<file path="config.mk">
export PLATFORM = sky130hd
export DESIGN_NAME = mult16_seq_ctrl
export DESIGN_NICKNAME = d
export VERILOG_FILES = /design/src/rtl/mult16_seq_pkg.sv /design/src/rtl/mult16_seq_ctrl_tile.sv /design/src/rtl/mult16_seq_ctrl.sv
export SDC_FILE = /design/constraint.sdc
export NUM_CORES = 1
export LEC_CHECK = 0
export CELL_PAD_IN_SITES_DETAIL_PLACEMENT = 0
export CELL_PAD_IN_SITES_GLOBAL_PLACEMENT = 1
export CORE_ASPECT_RATIO = 0.8
export CORE_MARGIN = 4
export CORE_UTILIZATION = 44
export CTS_BUF_LIST = sky130_fd_sc_hd__clkbuf_4
export DETAILED_ROUTE_END_ITERATION = 10
export PLACE_DENSITY_LB_ADDON = 0.12
export SLEW_MARGIN = 5
export SYNTH_ARGS = -nofsm -noshare
export SYNTH_HDL_FRONTEND = slang
export SYNTH_HIERARCHICAL = 1
export SYNTH_SLANG_ARGS = --single-unit
</file>
<file path="constraint.sdc">
create_clock -name clk -period 6.4 [get_ports clk]
set_input_delay 0.96 -clock clk [delete_from_list [all_inputs] [get_ports clk]]
set_output_delay 0.96 -clock clk [all_outputs]
set_load 0.03 [all_outputs]
</file>
<file path="src/rtl/mult16_seq_pkg.sv">
// Shared types and helpers for the sequential 16x16 tile multiplier.
// The product is built from sixteen 4x4 digit tiles, one tile per cycle.
package mult16_seq_pkg;

  typedef enum logic [1:0] {
    ST_IDLE = 2'd0,
    ST_RUN  = 2'd1,
    ST_DONE = 2'd2
  } state_t;

  localparam int TILE_W    = 4;
  localparam int NUM_TILES = 16;

  // Digit-index sum i+j for tile k (i = k[1:0], j = k[3:2]).
  function automatic logic [2:0] digit_sum(input logic [3:0] k);
    digit_sum = {1'b0, k[1:0]} + {1'b0, k[3:2]};
  endfunction

  // Bit position of tile k's partial product: 4*(i+j).
  function automatic logic [4:0] tile_shift(input logic [3:0] k);
    tile_shift = {digit_sum(k), 2'b00};
  endfunction

endpackage

</file>
<file path="src/rtl/mult16_seq_ctrl_tile.sv">
// Combinational 4x4 -> 8-bit unsigned multiplier.
// A single instance is time-shared by the controller across all tiles.
module mult4x4_tile (
  input  logic [3:0] a,
  input  logic [3:0] b,
  output logic [7:0] p
);

  assign p = {4'b0000, a} * {4'b0000, b};

endmodule

</file>
<file path="src/rtl/mult16_seq_ctrl.sv">
// Sequential 16x16 unsigned multiplier: accepts an operand pair, accumulates
// one 4x4 tile per cycle for 16 cycles, then holds the product until taken.
module mult16_seq_ctrl
  import mult16_seq_pkg::*;
#(
  parameter int APPROX_LEVEL = 0
) (
  input  logic        clk,
  input  logic        rst_n,
  input  logic        in_valid,
  output logic        in_ready,
  input  logic [15:0] in_a,
  input  logic [15:0] in_b,
  output logic        out_valid,
  input  logic        out_ready,
  output logic [31:0] out_p,
  output logic        busy
);

  state_t      state_r;
  state_t      state_s;
  logic [3:0]  k_r;
  logic [15:0] a_r;
  logic [15:0] b_r;
  logic [31:0] acc_r;

  logic [15:0] a_shift_s;
  logic [15:0] b_shift_s;
  logic [7:0]  tile_p_s;
  logic        skip_s;
  logic [31:0] term_s;

  // Select the current a digit (i = k[1:0]) and b digit (j = k[3:2]).
  assign a_shift_s = a_r >> {k_r[1:0], 2'b00};
  assign b_shift_s = b_r >> {k_r[3:2], 2'b00};

  mult4x4_tile u_tile (
    .a (a_shift_s[TILE_W-1:0]),
    .b (b_shift_s[TILE_W-1:0]),
    .p (tile_p_s)
  );

  // Low-significance tiles are dropped when approximation is enabled.
  assign skip_s = ({29'd0, digit_sum(k_r)} < 32'(APPROX_LEVEL));
  assign term_s = skip_s ? 32'd0 : ({24'd0, tile_p_s} << tile_shift(k_r));

  // State register.
  always_ff @(posedge clk or negedge rst_n) begin
    if (!rst_n) begin
      state_r <= ST_IDLE;
    end else begin
      state_r <= state_s;
    end
  end

  // Next-state logic.
  always_comb begin
    state_s = state_r;
    case (state_r)
      ST_IDLE: begin
        if (in_valid) begin
          state_s = ST_RUN;
        end else begin
          state_s = ST_IDLE;
        end
      end
      ST_RUN: begin
        if (k_r == 4'(NUM_TILES - 1)) begin
          state_s = ST_DONE;
        end else begin
          state_s = ST_RUN;
        end
      end
      ST_DONE: begin
        if (out_ready) begin
          state_s = ST_IDLE;
        end else begin
          state_s = ST_DONE;
        end
      end
      default: state_s = ST_IDLE;
    endcase
  end

  // Operand capture, tile counter and accumulator.
  always_ff @(posedge clk or negedge rst_n) begin
    if (!rst_n) begin
      a_r   <= 16'd0;
      b_r   <= 16'd0;
      acc_r <= 32'd0;
      k_r   <= 4'd0;
    end else begin
      case (state_r)
        ST_IDLE: begin
          if (in_valid) begin
            a_r   <= in_a;
            b_r   <= in_b;
            acc_r <= 32'd0;
            k_r   <= 4'd0;
          end
        end
        ST_RUN: begin
          acc_r <= acc_r + term_s;
          k_r   <= k_r + 4'd1;
        end
        ST_DONE: begin
          acc_r <= acc_r;
        end
        default: begin
          acc_r <= 32'd0;
          k_r   <= 4'd0;
        end
      endcase
    end
  end

  assign in_ready  = (state_r == ST_IDLE);
  assign out_valid = (state_r == ST_DONE);
  assign busy      = (state_r != ST_IDLE);
  assign out_p     = acc_r;

endmodule

</file>
-- Word level (Yosys, flattened, before mapping)
Index checks and enable logic that the tools add are counted.
- bits of input ports: 36
- word-level logic and storage cells: 29
- register bits: 70
- reductions and logical operators: 4
- eq/ne operators: 4
- mux-type cells: 8
- bitwise gates (word level): 1
- shift operators: 3
- multiply operators: 1
- add/subtract/negate cells: 3
- operator list (cell ; number):
    $pmux W32 S3 ; 1
    $add A32 B32 Y32 ; 1
    $mux W32 ; 1
    $shl A8 B5 Y32 ; 1
    $shr A16 B4 Y4 ; 2
    $pmux W4 S3 ; 1
    $mul A4 B4 Y8 ; 1
    $pmux W2 S3 ; 1
    $add A4 B1 Y4 const B ; 1
    $eq A4 B4 Y1 const B ; 1
    $mux W2 ; 2
    $mux W4 ; 1
    $reduce_and A2 Y1 ; 2
    $add A2 B2 Y3 ; 1
    $eq A2 B1 Y1 const B ; 1
    $eq A2 B2 Y1 const B ; 1
    $logic_not A2 Y1 ; 1
    $ne A2 B2 Y1 const B ; 1
    $reduce_bool A2 Y1 ; 1
    $mux W1 ; 1
    $not A1 Y1 ; 1

-- Logic depth before layout (Yosys ltp)
Gate-level depths: netlist of the first run.
- word-level depth: 5
- mapped depth: 22
- mapped depth without buffers: 20

-- Cells and area by module
Netlist of the first run, hierarchy kept.
- by module, submodules not included (module ; area an instance (um^2) ; instances ; cells each):
    mult16_seq_ctrl ; 4911.0 ; 1 ; 514
    mult4x4_tile ; 446.7 ; 1 ; 51

-- Worst setup path after synthesis of the first run
No wires, ideal clock.
- path type: reg2reg
- start point: register k_r[0]
- end point: register acc_r[26], in the netlist out_p[26]
- arrival time: 5.165 ns
- cell stages (with the launch flop): 21
- required time: 6.269 ns
- period minus slack after synthesis: 5.297 ns
- buffers on the path: 1
- setup slack: 1.103 ns
- path through: dfrtp_1 clkbuf_1 mux4_2 nand2_1 fa_1 inv_1 fa_1 ha_1 a211oi_1 or4b_1 o2111ai_1 mux2i_1 nor2_1 ha_1 a21oi_1 o21ai_0 a22o_2 a31oi_4 o21ai_2 nor4b_1 or3_1
- word-level cells in the longest chain between the ends: 5
- elaborated cells on any way between the ends: 6
- RTL lines (item ; line ; RTL):
    start: declaration ; mult16_seq_ctrl.sv:22 ; logic [3:0] k_r;
    start signal: assignment ; mult16_seq_ctrl.sv:104 ; k_r <= k_r + 4'd1;
    $shr A16 B4 Y4 ; mult16_seq_ctrl.sv:34 ; assign a_shift_s = a_r >> {k_r[1:0], 2'b00};
    named net a_shift_s[1] ; mult16_seq_ctrl.sv:27 ; logic [15:0] a_shift_s;
    $mul A4 B4 Y8 ; mult16_seq_ctrl_tile.sv:9 ; assign p = {4'b0000, a} * {4'b0000, b};
    named net tile_p_s[7] ; mult16_seq_ctrl.sv:29 ; logic [7:0] tile_p_s;
    $shl A8 B5 Y32 ; mult16_seq_ctrl.sv:45 ; assign term_s = skip_s ? 32'd0 : ({24'd0, tile_p_s} << tile_shift(k_r));
    $add A32 B32 Y32 ; mult16_seq_ctrl.sv:103 ; acc_r <= acc_r + term_s;
    $pmux W32 S3 ; mult16_seq_ctrl.sv:93 ; case (state_r)
    end signal: assignment ; mult16_seq_ctrl.sv:103 ;
    end signal: assignment ; mult16_seq_ctrl.sv:107 ; acc_r <= acc_r;
    end: declaration ; mult16_seq_ctrl.sv:25 ; logic [31:0] acc_r;
The timed path passes the listed nets, and every way through them passes these cells.
A chain may end at the register's enable or synchronous reset.

-- Worst setup path in the final report of the first run
- start point: register k_r[0]
- end point: register acc_r[23], in the netlist out_p[23]
Same word-level chain as after synthesis.

==> flow_summary.json, run 1 <==
{
  "cts_tree": "yes",
  "reg2reg_from": "k_r[0]",
  "crit_arrival_ps": 6240,
  "tightest_slew_ps": 1185,
  "timing.fmax_mhz": 167.3,
  "dpl.hpwl_mm": 10.15,
  "reg2reg_setup_slack_ps": 420,
  "cp.required_ps": 6660,
  "wire_per_inst_um": 17.84,
  "slowest_delay_ps": 620,
  "synth.top_cell.area_share": 0.3270,
  "path_cells": "mux4_2 -> nand2_1 -> fa_1 -> inv_1 -> fa_1 -> fa_1 -> a21o_2 -> a21oi_1 -> xnor2_1 -> a31oi_1 -> nor2b_1 -> ha_1 -> a21oi_1 -> o21bai_1 -> a211o_1 -> a221oi_2 -> a21oi_1 -> a21oi_1 -> xor2_1 -> o21ai_0",
  "drv_slew": 0,
  "synth_area_mm2": 0.005358,
  "final.setup.tns_ps": 0,
  "numCtsBuffers": 9,
  "critPathCapture": "out_p[23]",
  "vias_per_cell": 5.768,
  "use_met1": 0.3057,
  "start_kind": "flop",
  "grt.met3_usage": 0.03565,
  "skew_ps": 26.42,
  "drt-total-wl_mm": 13.86,
  "rr_worst_depth": 20,
  "async_flop_share": 1.000,
  "maxCapViolCount": 0,
  "syn_nets": 653,
  "layout-drive-gt1-share": 0.1256,
  "gp_congestion": 0.9362,
  "grt_max_degree": 71,
  "clk_pin_slew_ps": 130,
  "root_buffer": "clkbuf_4",
  "ys_seq_elements": 70,
  "drt-initial-drc-count": 328,
  "yosysSeqAreaShare": 0.3270,
  "r2r-end": "out_p[23]",
  "crit_slowest_cell": "dfrtp_1",
  "grt_pass1_wl_mm": 22.63,
  "critPathLaunch": "k_r[0]",
  "hold_viol": 0,
  "dieWidth_um": 131.4,
  "clock_sink_count": 70,
  "grt_pass1_vias": 4295,
  "start_util": 0.4582,
  "outcome": "finished, final reports clean",
  "antenna_cells": 0,
  "num_vias": 4482,
  "insertion_delay_ps": 430,
  "synth_ff_type": "dfrtp_1",
  "grt_use_met2": 0.2933,
  "syn2layout_area_growth_pct": 17.89,
  "cts_resized": 0,
  "fin_crit_ps": 5976,
  "cts_setup_buffers": 0,
  "num_rows": 35,
  "crit_top_cell": "a21oi_1",
  "port_buffers": 70,
  "grt_antenna_before_repair": 0,
  "cts.path.max_buffers": 2,
  "cp-end-kind": "flop",
  "netlist_instances": 565,
  "grt_overflow": 0,
  "dieArea_mm2": 0.01402,
  "top_usage_layer": "met1",
  "ctsHoldBuffers": 0,
  "io_pins": 71,
  "slew_headroom": 0.2082,
  "dr.pass1.iters": 5,
  "core_mm2": 0.01169,
  "grt_setup_unrepaired": "no",
  "die_height_um": 106.7,
  "synthTopCellsByArea": "dfrtp_1, ha_1, mux2_2",
  "syn_area_per_cell_um2": 9.483,
  "worst-path-max-fanout": 9,
  "yosys_warnings": 6,
  "synth_top_area_cell": "dfrtp_1",
  "drc_errors": 0,
  "synth_cell_types": 65,
  "post-route-period-util": 0.9337,
  "hold_class": "flop to flop",
  "finalSetupViolations": 0,
  "nets": 713,
  "h-tree-depth": 3,
  "grtUsageTotal": 0.1989,
  "crit_type": "flop to flop",
  "synth_edf_count": 0,
  "drtAntennaViolNets": 0
}
-- worst max-delay path, delay by kind of cell (launching register included) --
family | cells | cell delay (ps)
flops | 1 | 620
mux | 1 | 600
buf+inv | 1 | 90
compound gates | 10 | 2060
fa+ha+maj | 4 | 1720
simple gates | 2 | 390
xor+xnor | 2 | 360
-- cells in the mapped netlist (3+ instances only) --
library cell	count
a211oi_1	3
a21o_1	14
a21oi_1	39
a22o_1	11
a22oi_1	3
a31oi_1	4
and2_1	17
and3_1	7
and4_1	3
clkbuf_1	20
dfrtp_1	70
fa_1	6
ha_1	46
inv_1	17
mux2_2	33
mux2i_1	5
mux4_2	8
nand2_1	55
nand2b_1	6
nand3_1	8
nand4_1	5
nor2_1	35
nor2b_1	8
nor3_1	13
nor4_1	3
o211ai_1	3
o21ai_0	43
o21ai_1	3
o21bai_1	4
xnor2_1	16
xor2_1	14
-- worst min-delay path by stage --
stage	to	startpoint	cells after the start	slack, ps
4_1_cts	a_r[10]	a_r[10]	1	520
5_1_grt	a_r[10]	a_r[10]	1	530
2_1_floorplan	a_r[10]	a_r[10]	1	480
6_report	a_r[10]	a_r[10]	1	510
3_5_place_dp	a_r[10]	a_r[10]	1	490
3_3_place_gp	b_r[0]	b_r[0]	1	500
-- metal layers --
| layer | up-vias | share of wire |
|---|---|---|
| met3 | 11 | 0.051 |
| li1 | 2182 | - |
| met2 | 120 | 0.42 |
| met4 | 0 | 0.0090 |
| met1 | 2169 | 0.51 |
| met5 | - | 0 |
-- final cells by class --
| class | instances | area [um2] |
|---|---|---|
| clock inverter | 6 | 87.58 |
| tap | 148 | 185.2 |
| multi-input combinational | 453 | 3435 |
| fill | 1078 | 5376 |
| sequential | 70 | 1752 |
| inverter | 17 | 63.81 |
| clock buffer | 9 | 67.56 |
| timing repair buffer | 74 | 725.7 |
-- stage by stage --
stage | setup slack [ps] | instance area, um2 | cells | hold slack [ps] | util
global route | 61.55 | 6316 | 777 | 533.5 | 0.5402
floorplan | 1103 | 5358 | 565 | 475.2 | -
finish | 424.1 | 6316 | 777 | 512.7 | 0.5402
detailed placement | 505.5 | 6161 | 762 | 492.1 | 0.5269
global placement | 557.8 | 6161 | 762 | 496.9 | 0.5269
CTS | 474.0 | 6316 | 777 | 519.0 | 0.5402
-- placed cells by master, fill, tap and decap left out, types with 6 or more instances in the layout --
master,Yosys,routed
clkbuf_4,0,9
fa_1,6,6
ha_1,46,46
nand2b_1,6,6
xor2_1,14,14
o21ai_0,43,43
and2_1,17,17
xnor2_1,16,16
inv_1,17,17
nor3_1,13,13
nand3_1,8,8
mux4_2,8,8
nand2_1,55,55
and3_1,7,7
dfrtp_1,70,70
nor2b_1,8,8
nor2_1,35,35
clkdlybuf4s50_1,0,69
a21oi_1,39,38
a21o_1,14,14
mux2_2,33,33
a22o_1,11,11
-- state kept, by name (all words and copies together), names as in the netlist --
name     cells
a_r         16
b_r         16
k_r          4
out_p       32
state_r      2
-- cell families after synthesis --
group | count (synthesis) | synth area share
adder cells (fa/ha/maj) | 52 | 0.1298
AND/OR/NAND/NOR | 173 | 0.1625
XOR/XNOR | 30 | 0.04904
AO/OA/AOI/OAI | 152 | 0.1866
flip-flops | 70 | 0.3270
buffers and inverters | 42 | 0.03269
multiplexers | 46 | 0.1123
Power of run 1 is left out: the tool's default activity adds up to more than one toggle a clock period on the data nets, which glitch-free logic cannot reach.
==> inputs of run 2 (changes only) <==
--- a/config.mk
+++ b/config.mk
@@ -7,11 +7,11 @@
 export LEC_CHECK = 0
 export CELL_PAD_IN_SITES_DETAIL_PLACEMENT = 0
 export CELL_PAD_IN_SITES_GLOBAL_PLACEMENT = 1
-export CORE_ASPECT_RATIO = 0.8
 export CORE_MARGIN = 4
 export CORE_UTILIZATION = 44
 export CTS_BUF_LIST = sky130_fd_sc_hd__clkbuf_4
 export DETAILED_ROUTE_END_ITERATION = 10
+export GPL_TIMING_DRIVEN = 0
 export PLACE_DENSITY_LB_ADDON = 0.12
 export SLEW_MARGIN = 5
 export SYNTH_ARGS = -nofsm -noshare
==> constraint.sdc (replaced) <==
create_clock -name clk -period 6.4 [get_ports clk]
set_input_delay 1.92 -clock clk [delete_from_list [all_inputs] [get_ports clk]]
set_output_delay 1.92 -clock clk [all_outputs]
set_load 0.03 [all_outputs]
==> run 2 against run 1 <==
Effect of this change: first-iteration DRC count shrank 42%; routed wire length shrank 1.8%; clock skew is essentially flat; register-to-register slack gained 50 ps; highest routed layer unchanged.
==> flow_summary.json, run 2 (synthesis results as in run 1) <==
{
  "outcome": "finished, final reports clean",
  "finalSetupViolations": 0,
  "dieArea_mm2": 0.01401,
  "fin_crit_ps": 5929,
  "cts.path.max_buffers": 2,
  "cts_tree": "yes",
  "dieWidth_um": 118.3,
  "slowest_delay_ps": 580,
  "maxCapViolCount": 0,
  "r2r-end": "out_p[23]",
  "nets": 735,
  "numCtsBuffers": 9,
  "crit_type": "flop to flop",
  "drv_slew": 0,
  "skew_ps": 26.46,
  "num_rows": 40,
  "hold_viol": 0,
  "layout-drive-gt1-share": 0.1242,
  "num_vias": 4488,
  "reg2reg_setup_slack_ps": 470,
  "grt_overflow": 0,
  "drtAntennaViolNets": 0,
  "grt_pass1_vias": 4464,
  "rr_worst_depth": 21,
  "slew_headroom": 0.3665,
  "post-route-period-util": 0.9264,
  "syn2layout_area_growth_pct": 20.22,
  "worst-path-max-fanout": 7,
  "grt_pass1_wl_mm": 22.53,
  "clk_pin_slew_ps": 120,
  "final_cell_mix": "dfrtp_1, clkdlybuf4s50_1, nand2_1",
  "largest_reg_flops": 32,
  "gp_congestion": 0.9031,
  "wire_per_inst_um": 17.03,
  "grt_max_degree": 42,
  "cp.required_ps": 6720,
  "drt-initial-drc-count": 189,
  "clock_sink_count": 70,
  "dr.pass1.iters": 4,
  "h-tree-depth": 3,
  "final.setup.tns_ps": 0,
  "io_pins": 71,
  "critPathLaunch": "k_r[0]",
  "critPathCapture": "out_p[23]",
  "drc_errors": 0,
  "grtUsageTotal": 0.1996,
  "die_height_um": 118.3,
  "reg2reg_from": "k_r[0]",
  "crit_arrival_ps": 6250,
  "path_cells": "clkbuf_2 -> mux4_2 -> nand2_1 -> fa_1 -> inv_1 -> fa_1 -> fa_1 -> a21o_2 -> a21oi_1 -> xnor2_1 -> mux2i_1 -> nor2_1 -> ha_1 -> a21o_1 -> a21o_1 -> a211o_1 -> a221oi_2 -> a21oi_1 -> a21oi_1 -> xor2_1 -> o21ai_0",
  "drt-total-wl_mm": 13.61,
  "vias_per_cell": 5.617,
  "antenna_cells": 0,
  "cp-end-kind": "flop",
  "pre_cts_ws_ps": 253.7,
  "core_mm2": 0.01196,
  "start_util": 0.4479,
  "grt_antenna_before_repair": 0,
  "tightest_slew_ps": 950.2,
  "cts_setup_buffers": 0,
  "start_kind": "flop",
  "root_buffer": "clkbuf_4",
  "port_buffers": 70,
  "grt_setup_unrepaired": "no",
  "hold_class": "flop to flop",
  "dpl.hpwl_mm": 10.80,
  "insertion_delay_ps": 450,
  "final_common_cell": "dfrtp_1",
  "timing.fmax_mhz": 168.7,
  "crit_slowest_cell": "mux4_2",
  "final.setup.worst_slack_ps": 470.9
}
[run 2: cell types whose count changed in the layout (fill, tap and decap cells not counted), moves of 2 or more]
cell,delta
buf_4,-2
clkbuf_1,+18
clkbuf_2,+3
clkinv_1,+2
clkinv_4,-2
[run 2: stage by stage]
| step | cell area, um2 | std cells | util | hold slack, ps |
|---|---|---|---|---|
| floorplan | 5358 | 565 | - | 475.2 |
| global placement | 6242 | 782 | 0.5219 | 484.9 |
| detailed placement | 6260 | 783 | 0.5233 | 490.7 |
| CTS | 6439 | 799 | 0.5383 | 518.4 |
| global route | 6441 | 799 | 0.5385 | 533.3 |
| finish | 6441 | 799 | 0.5385 | 512.4 |
[run 2: layout make-up]
type	instances	area, um2
fillers	1112	5520
inverters	17	63.81
clock inverters	7	111.4
flip-flops and latches	70	1752
clock buffers	9	67.56
well taps	147	183.9
plain buffers	25	113.9
multi-input cells	453	3431
repair buffers	71	718.2
[run 2: critical path, delay by kind of cell (launching register included)]
family,cells,cell delay [ps]
AND/OR/NAND/NOR,2,260
XOR/XNOR,2,280
buffers and inverters,2,350
flip-flops,1,410
AO/OA/AOI/OAI,9,1790
adder cells (fa/ha/maj),4,1750
multiplexers,2,990
[run 2: timing repair]
action	4_1_cts	5_1_grt
gates resized for setup	0	4
hold buffers	0	0
setup endpoints to repair	0	7
[run 2: how the worst min path moves through the flow]
stage / start / end / slack [ps] / depth (start not counted)
2_1_floorplan: a_r[10] / a_r[10] / 480 / 1
3_3_place_gp: a_r[0] / a_r[0] / 480 / 1
3_5_place_dp: b_r[15] / b_r[15] / 490 / 1
4_1_cts: b_r[15] / b_r[15] / 520 / 1
5_1_grt: a_r[9] / a_r[9] / 530 / 1
6_report: a_r[5] / a_r[5] / 510 / 1
[run 2: metal layers]
metal | track usage | routed length [um] | vias to the layer above
met4 | 0.05934 | 181 | 0
li1 | - | - | 2208
met3 | 0.03014 | 403 | 16
met1 | 0.2600 | 6342 | 2181
met5 | 0 | 0 | -
met2 | 0.3430 | 6683 | 83
Power of run 2 is left out for the same reason.
==> inputs of run 3 (changes only) <==
--- a/config.mk
+++ b/config.mk
@@ -8,11 +8,13 @@
 export CELL_PAD_IN_SITES_DETAIL_PLACEMENT = 0
 export CELL_PAD_IN_SITES_GLOBAL_PLACEMENT = 1
 export CORE_MARGIN = 4
-export CORE_UTILIZATION = 44
+export CORE_UTILIZATION = 51
 export CTS_BUF_LIST = sky130_fd_sc_hd__clkbuf_4
 export DETAILED_ROUTE_END_ITERATION = 10
+export DONT_BUFFER_PORTS = 1
 export GPL_TIMING_DRIVEN = 0
-export PLACE_DENSITY_LB_ADDON = 0.12
+export PLACE_DENSITY_LB_ADDON = 0.1
+export RECOVER_POWER = 25
 export SLEW_MARGIN = 5
 export SYNTH_ARGS = -nofsm -noshare
 export SYNTH_HDL_FRONTEND = slang
==> run 3 against run 2 <==
Effect of this change: clock skew is essentially flat; first-iteration DRC count grew 20%; setup slack gained 96 ps; global-route usage grew 2.1 points; critical path depth grew 1; sequential share of layout area grew 3.8 points; register-to-register slack gained 96 ps; final area shrank 12%; die area shrank 13%; routed wire length shrank 3.4%; count of clock-buffer cells in the layout is the same.
==> flow_summary.json, run 3 (synthesis results as in run 1) <==
{
  "outcome": "finished, final reports clean",
  "largest_reg_flops": 32,
  "gp_congestion": 0.8930,
  "dieWidth_um": 110.5,
  "cts.path.max_buffers": 2,
  "nets": 664,
  "final.setup.tns_ps": 0,
  "num_rows": 37,
  "cp.required_ps": 6710,
  "grt_pass1_vias": 4435,
  "timing.fmax_mhz": 171.4,
  "start_util": 0.5213,
  "grt_antenna_before_repair": 0,
  "io_pins": 71,
  "drtAntennaViolNets": 0,
  "skew_ps": 26.88,
  "clk_pin_slew_ps": 130,
  "layout-drive-gt1-share": 0.1394,
  "antenna_cells": 0,
  "insertion_delay_ps": 450,
  "slowest_delay_ps": 580,
  "start_kind": "flop",
  "crit_arrival_ps": 6140,
  "vias_per_cell": 5.827,
  "cp-end-kind": "flop",
  "crit_type": "flop to flop",
  "drt-initial-drc-count": 227,
  "root_buffer": "clkbuf_4",
  "hold_viol": 0,
  "holdPathStages": 1,
  "dpl.hpwl_mm": 10.32,
  "ctsHoldBuffers": 0,
  "final_common_cell": "dfrtp_1",
  "syn2layout_area_growth_pct": 5.465,
  "worst-path-max-fanout": 7,
  "grt_max_degree": 71,
  "dr.pass1.iters": 5,
  "grtUsageTotal": 0.2204,
  "final_cell_mix": "dfrtp_1, nand2_1, ha_1",
  "dieArea_mm2": 0.01221,
  "grt_overflow": 0,
  "drv_slew": 0,
  "crit_family": "adder cells",
  "path_cells": "clkbuf_2 -> mux4_2 -> nand2_1 -> fa_1 -> inv_1 -> fa_1 -> ha_1 -> a211oi_1 -> or4b_1 -> o2111ai_1 -> mux2i_2 -> nor2_1 -> ha_1 -> clkbuf_2 -> and3_1 -> and4_1 -> o2bb2ai_1 -> a31oi_1 -> a21oi_1 -> a21oi_1 -> xor2_1 -> o21ai_0",
  "clock_sink_count": 70,
  "grt_pass1_wl_mm": 22.00,
  "maxCapViolCount": 0,
  "h-tree-depth": 3,
  "port_buffers": 0,
  "crit_slowest_cell": "mux4_2",
  "drc_errors": 0,
  "slew_headroom": 0.3997,
  "hold_class": "flop to flop",
  "num_vias": 4178,
  "grt_setup_unrepaired": "no",
  "tightest_slew_ps": 900.5,
  "cts_tree": "yes",
  "fin_crit_ps": 5833,
  "die_height_um": 110.5,
  "post-route-period-util": 0.9114,
  "drt-total-wl_mm": 13.15,
  "rr_worst_depth": 22,
  "utilization": 0.5498,
  "cp_num_buf_inv": 3,
  "numCtsBuffers": 9,
  "wire_per_inst_um": 18.34,
  "finalSetupViolations": 0,
  "core_mm2": 0.01028,
  "path_depth": 22
}
[run 3: changes by cell type in the layout (fill, tap and decap cells not counted), sizes merged]
cell,before,now
clkdlybuf4s50,69,0
bufinv,3,0
clkinvlp,0,3
buf,5,3
clkinv,3,2
inv,18,19
[run 3: worst register-to-register path: cells and delay by family, from the launching register on]
| kind | cells | cell delay [ps] |
|---|---|---|
| AND/OR/NAND/NOR | 5 | 870 |
| multiplexers | 2 | 930 |
| buffers and inverters | 3 | 510 |
| XOR/XNOR | 1 | 170 |
| adder cells (fa/ha/maj) | 4 | 1480 |
| AO/OA/AOI/OAI | 7 | 1380 |
| flip-flops | 1 | 400 |
[run 3: what timing repair did]
| item | in CTS | in global routing |
|---|---|---|
| resized for setup | 0 | 5 |
| setup buffers | 0 | 0 |
| endpoints found under the setup margin | 0 | 7 |
[run 3: layout make-up]
class | instances | area [um2]
flip-flops and latches | 70 | 1752
fillers | 991 | 4627
well taps | 136 | 170.2
plain buffers | 25 | 113.9
clock buffers | 9 | 67.56
inverters | 17 | 63.81
clock inverters | 7 | 48.80
multi-input cells | 453 | 3435
[run 3: worst paths after layout]
kind                       startpoint         to  slack (ps)
setup reg to reg               k_r[0]  out_p[28]         570
hold reg to reg                a_r[0]     a_r[0]         520
hold / removal                 a_r[0]     a_r[0]         520
max in group asynchronous       rst_n   out_p[3]        5060
setup / recovery               k_r[0]  out_p[28]         570
min in group asynchronous       rst_n  out_p[18]        1140
[run 3: through the flow]
stage / instances / worst slack (ps) / instance area, um2 / hold slack [ps]
2_1_floorplan: 565 / 1103 / 5358 / 475.2
3_3_place_gp: 701 / 349.1 / 5528 / 484.5
3_5_place_dp: 701 / 279.6 / 5528 / 495.0
4_1_cts: 717 / 265.4 / 5644 / 522.6
5_1_grt: 717 / 184.4 / 5650 / 535.3
6_report: 717 / 567.0 / 5650 / 515.3
[run 3: metal layers]
layer	up-vias	GRT usage	wire (um)
met5	-	0	0
met4	0	0.05090	144
met3	10	0.04986	533
met2	81	0.3851	6562
met1	2012	0.2774	5912
li1	2075	-	-
Power of run 3 is left out for the same reason.
